<file path="config.mk">
export PLATFORM = sky130hd
export DESIGN_NAME = io_scan_controller
export DESIGN_NICKNAME = d
export VERILOG_FILES = /design/src/rtl/io_scan_controller.sv
export SDC_FILE = /design/constraint.sdc
export NUM_CORES = 1
export LEC_CHECK = 0
export CAP_MARGIN = 0
export CORE_MARGIN = 2
export CORE_UTILIZATION = 50
export CTS_CLUSTER_SIZE = 40
export DETAILED_ROUTE_END_ITERATION = 8
export PLACE_DENSITY = 0.72
export SLEW_MARGIN = 0
export SYNTH_ARGS = -nofsm -noshare
export SYNTH_HDL_FRONTEND = slang
export SYNTH_SLANG_ARGS = --single-unit
</file>
<file path="constraint.sdc">
create_clock -name clk -period 2.1 [get_ports clk]
set_input_delay 0.42 -clock clk [delete_from_list [all_inputs] [get_ports clk]]
set_output_delay 0.42 -clock clk [all_outputs]
set_load 0.01 [all_outputs]
</file>
<file path="src/rtl/io_scan_controller.sv">
// Periodic/software-triggered I/O scanner: reads every port into a shadow and commits it
// atomically to the input image, then writes the output-image snapshot back to the ports.
module io_scan_controller #(
   parameter int BITS        = 16,
   parameter int NPORTS      = 5,
   parameter int SCAN_PERIOD = 1000
) (
   input  logic              clk,
   input  logic              rst_n,
   input  logic              scan_start,
   input  logic [NPORTS-1:0] out_mask,
   output logic              scan_busy,
   output logic              scan_done,
   input  logic              cpu_req,
   input  logic              cpu_we,
   input  logic [3:0]        cpu_addr,
   input  logic [BITS-1:0]   cpu_wdata,
   output logic [BITS-1:0]   cpu_rdata,
   output logic              cpu_ack,
   output logic              io_en,
   output logic              io_r_or_w,
   output logic [3:0]        io_addr,
   output logic [BITS-1:0]   io_wdata,
   input  logic [BITS-1:0]   io_rdata
);

   localparam int IW = (NPORTS > 1) ? $clog2(NPORTS) : 1;
   localparam int TW = (SCAN_PERIOD > 1) ? $clog2(SCAN_PERIOD) : 1;
   localparam logic [IW-1:0] LAST = IW'(NPORTS - 1);
   localparam logic [TW-1:0] TMAX = TW'((SCAN_PERIOD > 0) ? SCAN_PERIOD - 1 : 0);

   typedef enum logic [1:0] {S_IDLE, S_READ, S_WRITE, S_DONE} state_t;

   state_t          state_q, state_d;
   logic [IW-1:0]   idx_q, idx_d;
   logic            pend_q, pend_d;
   logic [TW-1:0]   tmr_q;
   logic            timer_hit;
   logic            trig_now;
   logic [BITS-1:0] rd_val;
   logic [BITS-1:0] rd_mux;
   logic            ack_q;
   logic [BITS-1:0] rdata_q;

   logic [BITS-1:0] ishd_q [NPORTS];
   logic [BITS-1:0] iimg_q [NPORTS];
   logic [BITS-1:0] oimg_q [NPORTS];
   logic [BITS-1:0] snap_q [NPORTS];

   // Free-running period timer; fires independently of the scan FSM.
   always_ff @(posedge clk or negedge rst_n) begin
      if (!rst_n) begin
         tmr_q <= '0;
      end else if (SCAN_PERIOD > 0) begin
         tmr_q <= (tmr_q == TMAX) ? '0 : tmr_q + 1'b1;
      end
   end

   assign timer_hit = (SCAN_PERIOD > 0) && (tmr_q == TMAX);
   assign trig_now  = scan_start | timer_hit;

   // Port 0 is analog (full word); digital ports keep only their level bit.
   assign rd_val = (idx_q == '0) ? io_rdata : {{(BITS-1){1'b0}}, io_rdata[0]};

   always_ff @(posedge clk or negedge rst_n) begin
      if (!rst_n) begin
         state_q <= S_IDLE;
         idx_q   <= '0;
         pend_q  <= 1'b0;
      end else begin
         state_q <= state_d;
         idx_q   <= idx_d;
         pend_q  <= pend_d;
      end
   end

   always_comb begin
      state_d   = state_q;
      idx_d     = idx_q;
      pend_d    = pend_q | trig_now;
      io_en     = 1'b0;
      io_r_or_w = 1'b0;
      io_addr   = '0;
      io_wdata  = '0;
      scan_busy = 1'b0;
      scan_done = 1'b0;
      case (state_q)
         S_IDLE: begin
            if (trig_now || pend_q) begin
               state_d = S_READ;
               idx_d   = '0;
               pend_d  = 1'b0;
            end
         end
         S_READ: begin
            io_en     = 1'b1;
            io_addr   = 4'(idx_q);
            scan_busy = 1'b1;
            if (idx_q == LAST) begin
               state_d = S_WRITE;
               idx_d   = '0;
            end else begin
               idx_d = idx_q + 1'b1;
            end
         end
         S_WRITE: begin
            io_en     = out_mask[idx_q];
            io_r_or_w = 1'b1;
            io_addr   = 4'(idx_q);
            io_wdata  = snap_q[idx_q];
            scan_busy = 1'b1;
            if (idx_q == LAST) begin
               state_d = S_DONE;
               idx_d   = '0;
            end else begin
               idx_d = idx_q + 1'b1;
            end
         end
         S_DONE: begin
            scan_done = 1'b1;
            state_d   = S_IDLE;
         end
         default: state_d = S_IDLE;
      endcase
   end

   // The last READ edge commits the whole input image and freezes the output snapshot.
   for (genvar gi = 0; gi < NPORTS; gi++) begin : g_port
      always_ff @(posedge clk or negedge rst_n) begin
         if (!rst_n) begin
            ishd_q[gi] <= '0;
            iimg_q[gi] <= '0;
            oimg_q[gi] <= '0;
            snap_q[gi] <= '0;
         end else begin
            if (state_q == S_READ && idx_q == IW'(gi)) begin
               ishd_q[gi] <= rd_val;
            end
            if (state_q == S_READ && idx_q == LAST) begin
               iimg_q[gi] <= (gi == NPORTS - 1) ? rd_val : ishd_q[gi];
               snap_q[gi] <= oimg_q[gi];
            end
            if (cpu_req && cpu_we && cpu_addr == 4'(gi)) begin
               oimg_q[gi] <= cpu_wdata;
            end
         end
      end
   end

   always_comb begin
      rd_mux = '0;
      for (int i = 0; i < NPORTS; i++) begin
         if (cpu_addr == 4'(i)) rd_mux = iimg_q[i];
      end
   end

   always_ff @(posedge clk or negedge rst_n) begin
      if (!rst_n) begin
         ack_q   <= 1'b0;
         rdata_q <= '0;
      end else begin
         ack_q   <= cpu_req;
         rdata_q <= (cpu_req && !cpu_we) ? rd_mux : '0;
      end
   end

   assign cpu_ack   = ack_q;
   assign cpu_rdata = rdata_q;

endmodule
</file>
# Yosys cells after proc, flatten, opt, wreduce, memory -nomap -nowiden

Index checks and enable logic that the tools add are counted.

Add/subtract/negate cells: 2
$lt $le $gt $ge: 2
Eq/ne operators: 15
Muxes and demuxes: 28
Bitwise logic cells: 3
Reductions and logical operators: 21

Operators by type and width:

| operator                                                    | count |
|---|---|
| two-way mux 16 bit                                          | 10 |
| binary-select mux 16 bit (select 3 bit)                     | 1 |
| logical AND 1 bit                                           | 12 |
| adder 10 x 1 -> 10 bit (second input constant)              | 1 |
| == test 10 bit (second input constant)                      | 1 |
| two-way mux 10 bit                                          | 1 |
| two-way mux 3 bit                                           | 3 |
| == test 4 x 2 -> 1 bit (second input constant)              | 2 |
| one-hot mux 2 bit (4 select lines)                          | 1 |
| == test 3 x 2 -> 1 bit (second input constant)              | 2 |
| two-way mux 1 bit                                           | 6 |
| two-way mux 2 bit                                           | 3 |
| one-hot mux 3 bit (2 select lines)                          | 1 |
| == test 2 bit (second input constant)                       | 2 |
| == test 4 x 1 -> 1 bit (second input constant)              | 1 |
| == test 4 x 3 -> 1 bit (second input constant)              | 1 |
| >= comparator 4 bit (second input constant)                 | 1 |
| zero test 4 bit                                             | 1 |
| less-than comparator 3 x 4 -> 1 bit (second input constant) | 1 |
| inequality test 2 bit (second input constant)               | 2 |
| NOT 3 -> 4 bit                                              | 1 |
| adder 3 x 1 -> 3 bit (second input constant)                | 1 |
| binary-select mux 1 bit (select 3 bit)                      | 1 |
| == test 3 x 1 -> 1 bit (second input constant)              | 1 |
| other kinds (13)                                            | 14 |

Flip-flop bits (word level): 337
Input bits: 46
Output and inout port bits: 41
Word-level logic and storage cells: 96

# Logic depth before layout (Yosys ltp)

Gate-level depths: netlist of run 1.

Depth after elaboration: 7
Gate-level depth with buffers: 9
Depth with buffers taken out: 6

# Worst setup path before layout of run 1

No wires, ideal clock.

Kind: register to register
Start: register idx_q[0]
End: register iimg_q[20] (netlist bit)
Arrival time: 2,007 ps
Data required time: 1,975 ps
Path slack: -32 ps
Stages on the path, launching flop included: 9
Buffers on the path: 4
Cell sequence: dfrtp_1 -> buf_2 -> buf_2 -> inv_1 -> ha_1 -> nand3_1 -> clkbuf_1 -> buf_2 -> mux2_2

Word-level cells in the longest chain between the ends: 2

Ends and longest elaborated chain:

| what                          | RTL line | text |
|---|---|---|
| start, declared               | 35       | `logic [IW-1:0] idx_q, idx_d;` |
| start signal, assigned        | 72       | `idx_q <= idx_d;` |
| == test 3 bit                 | 139      | `if (state_q == S_READ && idx_q == LAST) begin` |
| logical AND 1 bit             | 139      |  |
| end signal, assigned by index | 140      | `iimg_q[gi] <= (gi == NPORTS - 1) ? rd_val : ishd_q[gi];` |
| end, declared                 | 46       | `logic [BITS-1:0] iimg_q [NPORTS];` |

Every way passes these cells.
A chain may end at the register's enable or synchronous reset.

# Worst setup path after layout of run 1

Start: register idx_q[0]
End: output io_wdata[8]

Word-level cells in the longest chain between the ends: 5

Ends and longest elaborated chain:

| what                                                  | RTL line | text |
|---|---|---|
| NOT 3 -> 4 bit (implied by the code)                  | 110      | `io_wdata = snap_q[idx_q];` |
| binary-select mux 16 bit (select 3 bit)               | 110      |  |
| two-way mux 16 bit (implied by the code) (2 in a row) | 110      |  |
| two-way mux 16 bit                                    | 87       | `case (state_q)` |
| end, declared                                         | 23       | `output logic [BITS-1:0] io_wdata,` |

Every way passes these cells. The select of a mux whose other input is x is not followed.

==> impl_metrics.toml, run 1 <==
[route]
wl_met3_mm = 1.367
wl_mm = 29.98
viasPerCell = 5.535
drt_iter0_markers = 494
top_layer = "met4"
avgRoutedWirePerCell_um = 19.99
drcViolationCount = 0
ant_nets = 0
met1_length_mm = 13.80
firstDrtPassIters = 7
wl_met2_mm = 14.27
vias = 8302

[synthesis]
synth_area_mm2 = 0.01389
synth_area_leader_cell = "dfrtp_1"
yosysSeqAreaShare = 0.6071
synth_fp_nets = 1000
synth_cell_types = 48
syn_avg_cell_area_um2 = 14.73
yosysWarnings = 0
synth.area.top_cells = "dfrtp_1, mux2_2, mux4_2"
synth_seq_cells = 337
synth_top_area_frac = 0.6071
syn_inst = 943

[clock_tree]
clock-root-buffer = "clkbuf_16"
cts_tree = "built"
clock-sinks = 337
clk_pin_slew_ns = 0.06
clk_latency_ns = 0.53
cts_buffers = 37
cts_max_path_buffers = 3
cts_max_level = 2

[worst_setup_path]
crit_top_cell = "buf_6"
worstSetupEndpointType = "primary output"
crit_slowest_cell = "mux4_2"
critical_path_class = "reg -> out"
cp_data_arrival_time_ns = 2.11
crit_family = "buffers and inverters"
cp-start-kind = "flop"
worst_ep_required_time_ns = 1.68
path_cells = "buf_6, buf_12, buf_6, mux4_2, a22oi_2, nor2b_1, buf_2"
path_buf_inv = 4
slowest_delay_ns = 0.49
crit_fanout = 7

[die]
row_count = 61
io_pins = 87
initial_core_util = 0.5042
die_h_um = 170.7
core_area_mm2 = 0.02755
die-area_mm2 = 0.02913
die_w_um = 170.7

[power_and_ir_drop]
vdd.ir_drop.worst_v = 0.0006912
p_seq_frac = 0.434
p_int_mw = 16.06
p_switching_mw = 6.153
clockPowerShare = 0.294
power_leakage_nw = 8.142
swShare = 0.2769
combPwrFrac = 0.272
power_density_mw_per_mm2 = 1279
p_total_mw = 22.22

[layout]
final_cell_mix = "dfrtp_1, mux2_2, clkdlybuf4s50_1, a22o_1, nand2_1"
area_growth_pct = 25.09
n_fill_cell = 2021
diodes = 0
utilization = 0.6307
final_common_cell = "dfrtp_1"
drive_gt1_frac = 0.4198
nNetsFinal = 1152

[flow_run]
max_cap_viol_count = 0

[grt]
grt_first_pass_wirelength_mm = 47.24
antenna_found_initial = 0
grt.overflow.total = 0
grt_max_degree = 84
grt_usage = 0.2075
grt_pass1_vias = 8585

[timing]
slew_violations = 0
finalClockSkew_ns = 0.01868
grt_setup_unrepaired = "true"
whs_ns = 0.3674
fin_ws_ns = -0.4327
finalHoldViolCount = 0
fmax_ghz = 0.3948
period_share = 1.206
setup_viol = 17
fin_crit_ns = 2.533

[status]
outcome = "finished with violations"
violations = "negative setup slack"

[placed_design]
io_buffers = 85
dp_hpwl_mm = 17.93
gp_congestion = 0.7422

[hold_path]
hold_path_class = "in -> async"
==> what timing repair did <==
item	4_1_cts	5_1_grt
cloned	2	4
pin swaps	13	7
hold buffers	1	0
setup endpoints to repair	24	181
resized for setup	122	23
endpoints found under the hold margin	31	0
buffers inserted	16	11
==> sequential cells by signal, summed over array words and instances, names as in the netlist <==
signal and cells:
cpu_ack 1, cpu_rdata 16, idx_q 3, iimg_q 80, ishd_q 64, oimg_q 80, pend_q 1, snap_q 80
state_q 2, tmr_q 10
==> per-stage QoR <==
step / instance area (µm²) / setup TNS, ns / setup slack (ns) / std cells
floorplan: 13890 / -2.527 / -0.03158 / 943
global placement: 15670 / -7.081 / -0.2273 / 1404
detailed placement: 15670 / -8.284 / -0.2112 / 1404
CTS: 17160 / -6.989 / -0.4696 / 1489
global route: 17380 / -6.697 / -0.5111 / 1500
finish: 17380 / -5.470 / -0.4327 / 1500
==> synthesized netlist by cell type, drive strengths merged <==
library cell  instances
a211oi                1
a21o                  1
a21oi                 4
a222oi               13
a22o                 42
a22oi                19
a2bb2oi               1
a31oi                 1
a32o                  1
and2                 19
and3                  4
buf                  41
clkbuf               17
conb                  1
dfrtp               337
ha                   11
inv                   7
mux2                258
mux2i                 1
mux4                 19
nand2                45
nand2b                1
nand3                 7
nand3b                2
nand4bb               1
nor2                 25
nor2b                18
nor3                  4
nor3b                 1
nor4b                 2
o2111ai               1
o21ai                25
o311ai                1
o31ai                 2
o41ai                 1
or2                   1
or3                   4
xnor2                 2
xor2                  2
==> kinds of logic after synthesis <==
kind of cell | count (synthesis) | synth area share
compound gates | 113 | 0.06368
other cells | 1 | 0.0002700
xor+xnor | 4 | 0.002523
buf+inv | 65 | 0.02369
flops | 337 | 0.6071
simple gates | 134 | 0.05215
fa+ha+maj | 11 | 0.009908
mux | 278 | 0.2407
==> final timing paths <==
kind / cells past startpoint / startpoint / to / slack [ns]
worst max-delay path: 7 / idx_q[0] / io_wdata[8] / -0.43
min in group clk: 2 / ishd_q[53] / ishd_q[53] / 0.48
worst max register to register: 9 / idx_q[0] / snap_q[69] / 0.06
worst min register to register: 2 / ishd_q[53] / ishd_q[53] / 0.48
worst min-delay path: 2 / rst_n / ishd_q[37] / 0.37
max in group asynchronous: 3 / rst_n / snap_q[32] / 0.97
==> power by group through the flow <==
stage / sequential (mW) / clock (mW) / combinational [mW]
after global routing: 9.88 / 6.94 / 6.54
after CTS: 9.61 / 6.64 / 5.90
after detailed placement: 9.69 / 0 / 5.43
final: 9.64 / 6.52 / 6.05
after floorplan: 9.30 / 0 / 3.74
after global placement: 9.58 / 0 / 5.27
==> cell type report <==
class	count	area [µm²]	share of cell area
repair buffers	171	1899	0.1093
clock inverters	14	207.7	0.01195
clock buffers	52	1032	0.05940
inverters	7	26.28	0.001512
well taps	378	473.0	0.02722
flip-flops and latches	337	8436	0.4855
multi-input cells	541	5303	0.3052
==> routing by layer <==
| layer | up-vias | track usage |
|---|---|---|
| li1 | 3734 | - |
| met1 | 4347 | 0.2982 |
| met2 | 172 | 0.3313 |
| met3 | 49 | 0.03655 |
| met4 | 0 | 0.05017 |
| met5 | - | 0 |
Power figures use the tool's default switching activity.
==> run 2, diff against run 1 <==
--- a/config.mk
+++ b/config.mk
@@ -5,12 +5,13 @@
 export SDC_FILE = /design/constraint.sdc
 export NUM_CORES = 1
 export LEC_CHECK = 0
+export ABC_CLOCK_PERIOD_IN_PS = 2100
 export CAP_MARGIN = 0
 export CORE_MARGIN = 2
-export CORE_UTILIZATION = 50
+export CORE_UTILIZATION = 53
 export CTS_CLUSTER_SIZE = 40
 export DETAILED_ROUTE_END_ITERATION = 8
-export PLACE_DENSITY = 0.72
+export PLACE_DENSITY = 0.75
 export SLEW_MARGIN = 0
 export SYNTH_ARGS = -nofsm -noshare
 export SYNTH_HDL_FRONTEND = slang
==> impl_metrics.toml, run 2 (synthesis gave the netlist of run 1 again) <==
[layout]
final_cell_mix = "dfrtp_1, mux2_2, clkdlybuf4s50_1, buf_4"
n_fill_cell = 1782
largestRegisters = "iimg_q: 80 flops, oimg_q: 80 flops, snap_q: 80 flops"
final_common_cell = "dfrtp_1"
drive_gt1_frac = 0.4177
diodes = 0
area_growth_pct = 23.62
nNetsFinal = 1149

[route]
avgRoutedWirePerCell_um = 20.82
drcViolationCount = 0
viasPerCell = 5.730
firstDrtPassIters = 5
vias = 8325
ant_nets = 0
drt_iter0_markers = 479
wl_mm = 30.25

[timing]
fin_crit_ns = 2.502
finalHoldViolCount = 0
fmax_ghz = 0.3997
slew_violations = 0
setup_viol = 17
finalClockSkew_ns = 0.02393
setup_tns_ns = -5.968
fin_ws_ns = -0.4022
grt_setup_unrepaired = "true"
period_share = 1.192

[worst_setup_path]
critical_path_class = "reg -> out"
startpoint = "idx_q[0]"
crit_family = "multiplexers"
reg2regPathDepth = 9
crit_fanout = 6
worstSetupEndpointType = "primary output"
ff2ff_setup_slack_ns = 0.09
crit_top_cell = "buf_8"
path_cells = "buf_8, buf_8, mux4_2, a22oi_2, nor2b_2, buf_2"
path_buf_inv = 3
worstSetupEndpoint = "io_wdata[2]"
crit_slowest_cell = "mux4_2"
reg2reg_from = "idx_q[0]"
r2r-end = "ishd_q[25]"
worst_ep_required_time_ns = 1.68
cp.depth = 6
cp_data_arrival_time_ns = 2.08
slowest_delay_ns = 0.49
cp-start-kind = "flop"

[placed_design]
gp_congestion = 0.7873
dp_hpwl_mm = 18.11
io_buffers = 85

[grt]
antenna_found_initial = 0
grt_pass1_vias = 8954
grt_first_pass_wirelength_mm = 49.17
grt_max_degree = 65
grt_usage = 0.2253
grt.overflow.total = 0

[hold_path]
hold_path_class = "in -> async"

[power_and_ir_drop]
vdd.ir_drop.worst_v = 0.0008611
power_leakage_nw = 8.073
power_density_mw_per_mm2 = 1296
p_total_mw = 22.25

[clock_tree]
cts_tree = "built"
clock-sinks = 337
clk_latency_ns = 0.52
clk_pin_slew_ns = 0.06
cts_max_level = 2
clock-root-buffer = "clkbuf_16"
cts_max_path_buffers = 3
cts_buffers = 36

[flow_run]
max_cap_viol_count = 0

[die]
io_pins = 87
die_w_um = 165.9
row_count = 59
die-area_mm2 = 0.02752
core_area_mm2 = 0.02591
initial_core_util = 0.5361
die_h_um = 165.9

[status]
outcome = "finished with violations"
violations = "negative setup slack"
==> run 2: changes by cell type in the layout (fill, tap and decap cells not counted), sizes merged <==
cell / change
clkinv: -2
buf: -1
clkbuf: -1
dlygate4sd2: +1
inv: -1
==> run 2: worst min path at each step <==
stage	end	depth (start not counted)
6_report	ishd_q[71]	2
3_5_place_dp	ishd_q[70]	1
4_1_cts	ishd_q[71]	2
2_1_floorplan	cpu_ack	0
3_3_place_gp	ishd_q[71]	1
5_1_grt	iimg_q[6]	2
==> run 2: metrics by stage <==
step                cell area (µm²)  std cells  worst slack, ns    util  hold WS [ns]
global placement              15660       1368          -0.6041  0.6042        0.3860
floorplan                     13890        943         -0.03158       -        0.1244
CTS                           17130       1453          -0.5217  0.6611        0.4349
finish                        17170       1453          -0.4022  0.6627        0.4253
global route                  17170       1453          -0.4706  0.6627        0.4506
detailed placement            15660       1368          -0.5411  0.6042        0.3956
==> run 2: what timing repair did <==
action                                 4_1_cts  5_1_grt
gates cloned                                 1        0
setup endpoints to repair                   23       24
hold buffers                                 1        0
pin swaps                                    5        6
gates resized for setup                    101       32
endpoints found under the hold margin       48        0
setup buffers                               19        5
==> run 2: cell type report <==
type	instances	area [µm²]	share of cell area
Timing Repair Buffer	169	1744	0.1016
Sequential cell	337	8436	0.4913
Tap cell	335	419.2	0.02441
Clock buffer	53	1087	0.06332
Multi-Input combinational cell	541	5281	0.3076
Clock inverter	11	177.7	0.01035
Inverter	7	26.28	0.001530
==> run 2: metal layers <==
layer  global-route usage  vias up  wire length, µm
met3              0.03837       40             1343
met1               0.3196     4368            13680
met4              0.07335        0              654
met5                    0        -                0
li1                     -     3718                -
met2               0.3594      199            14570
==> run 2: report_power, final <==
part	switching, mW	internal, mW
sequential	1.10	8.55
combinational	2.52	3.45
clock	2.53	4.10
total	6.15	16.1
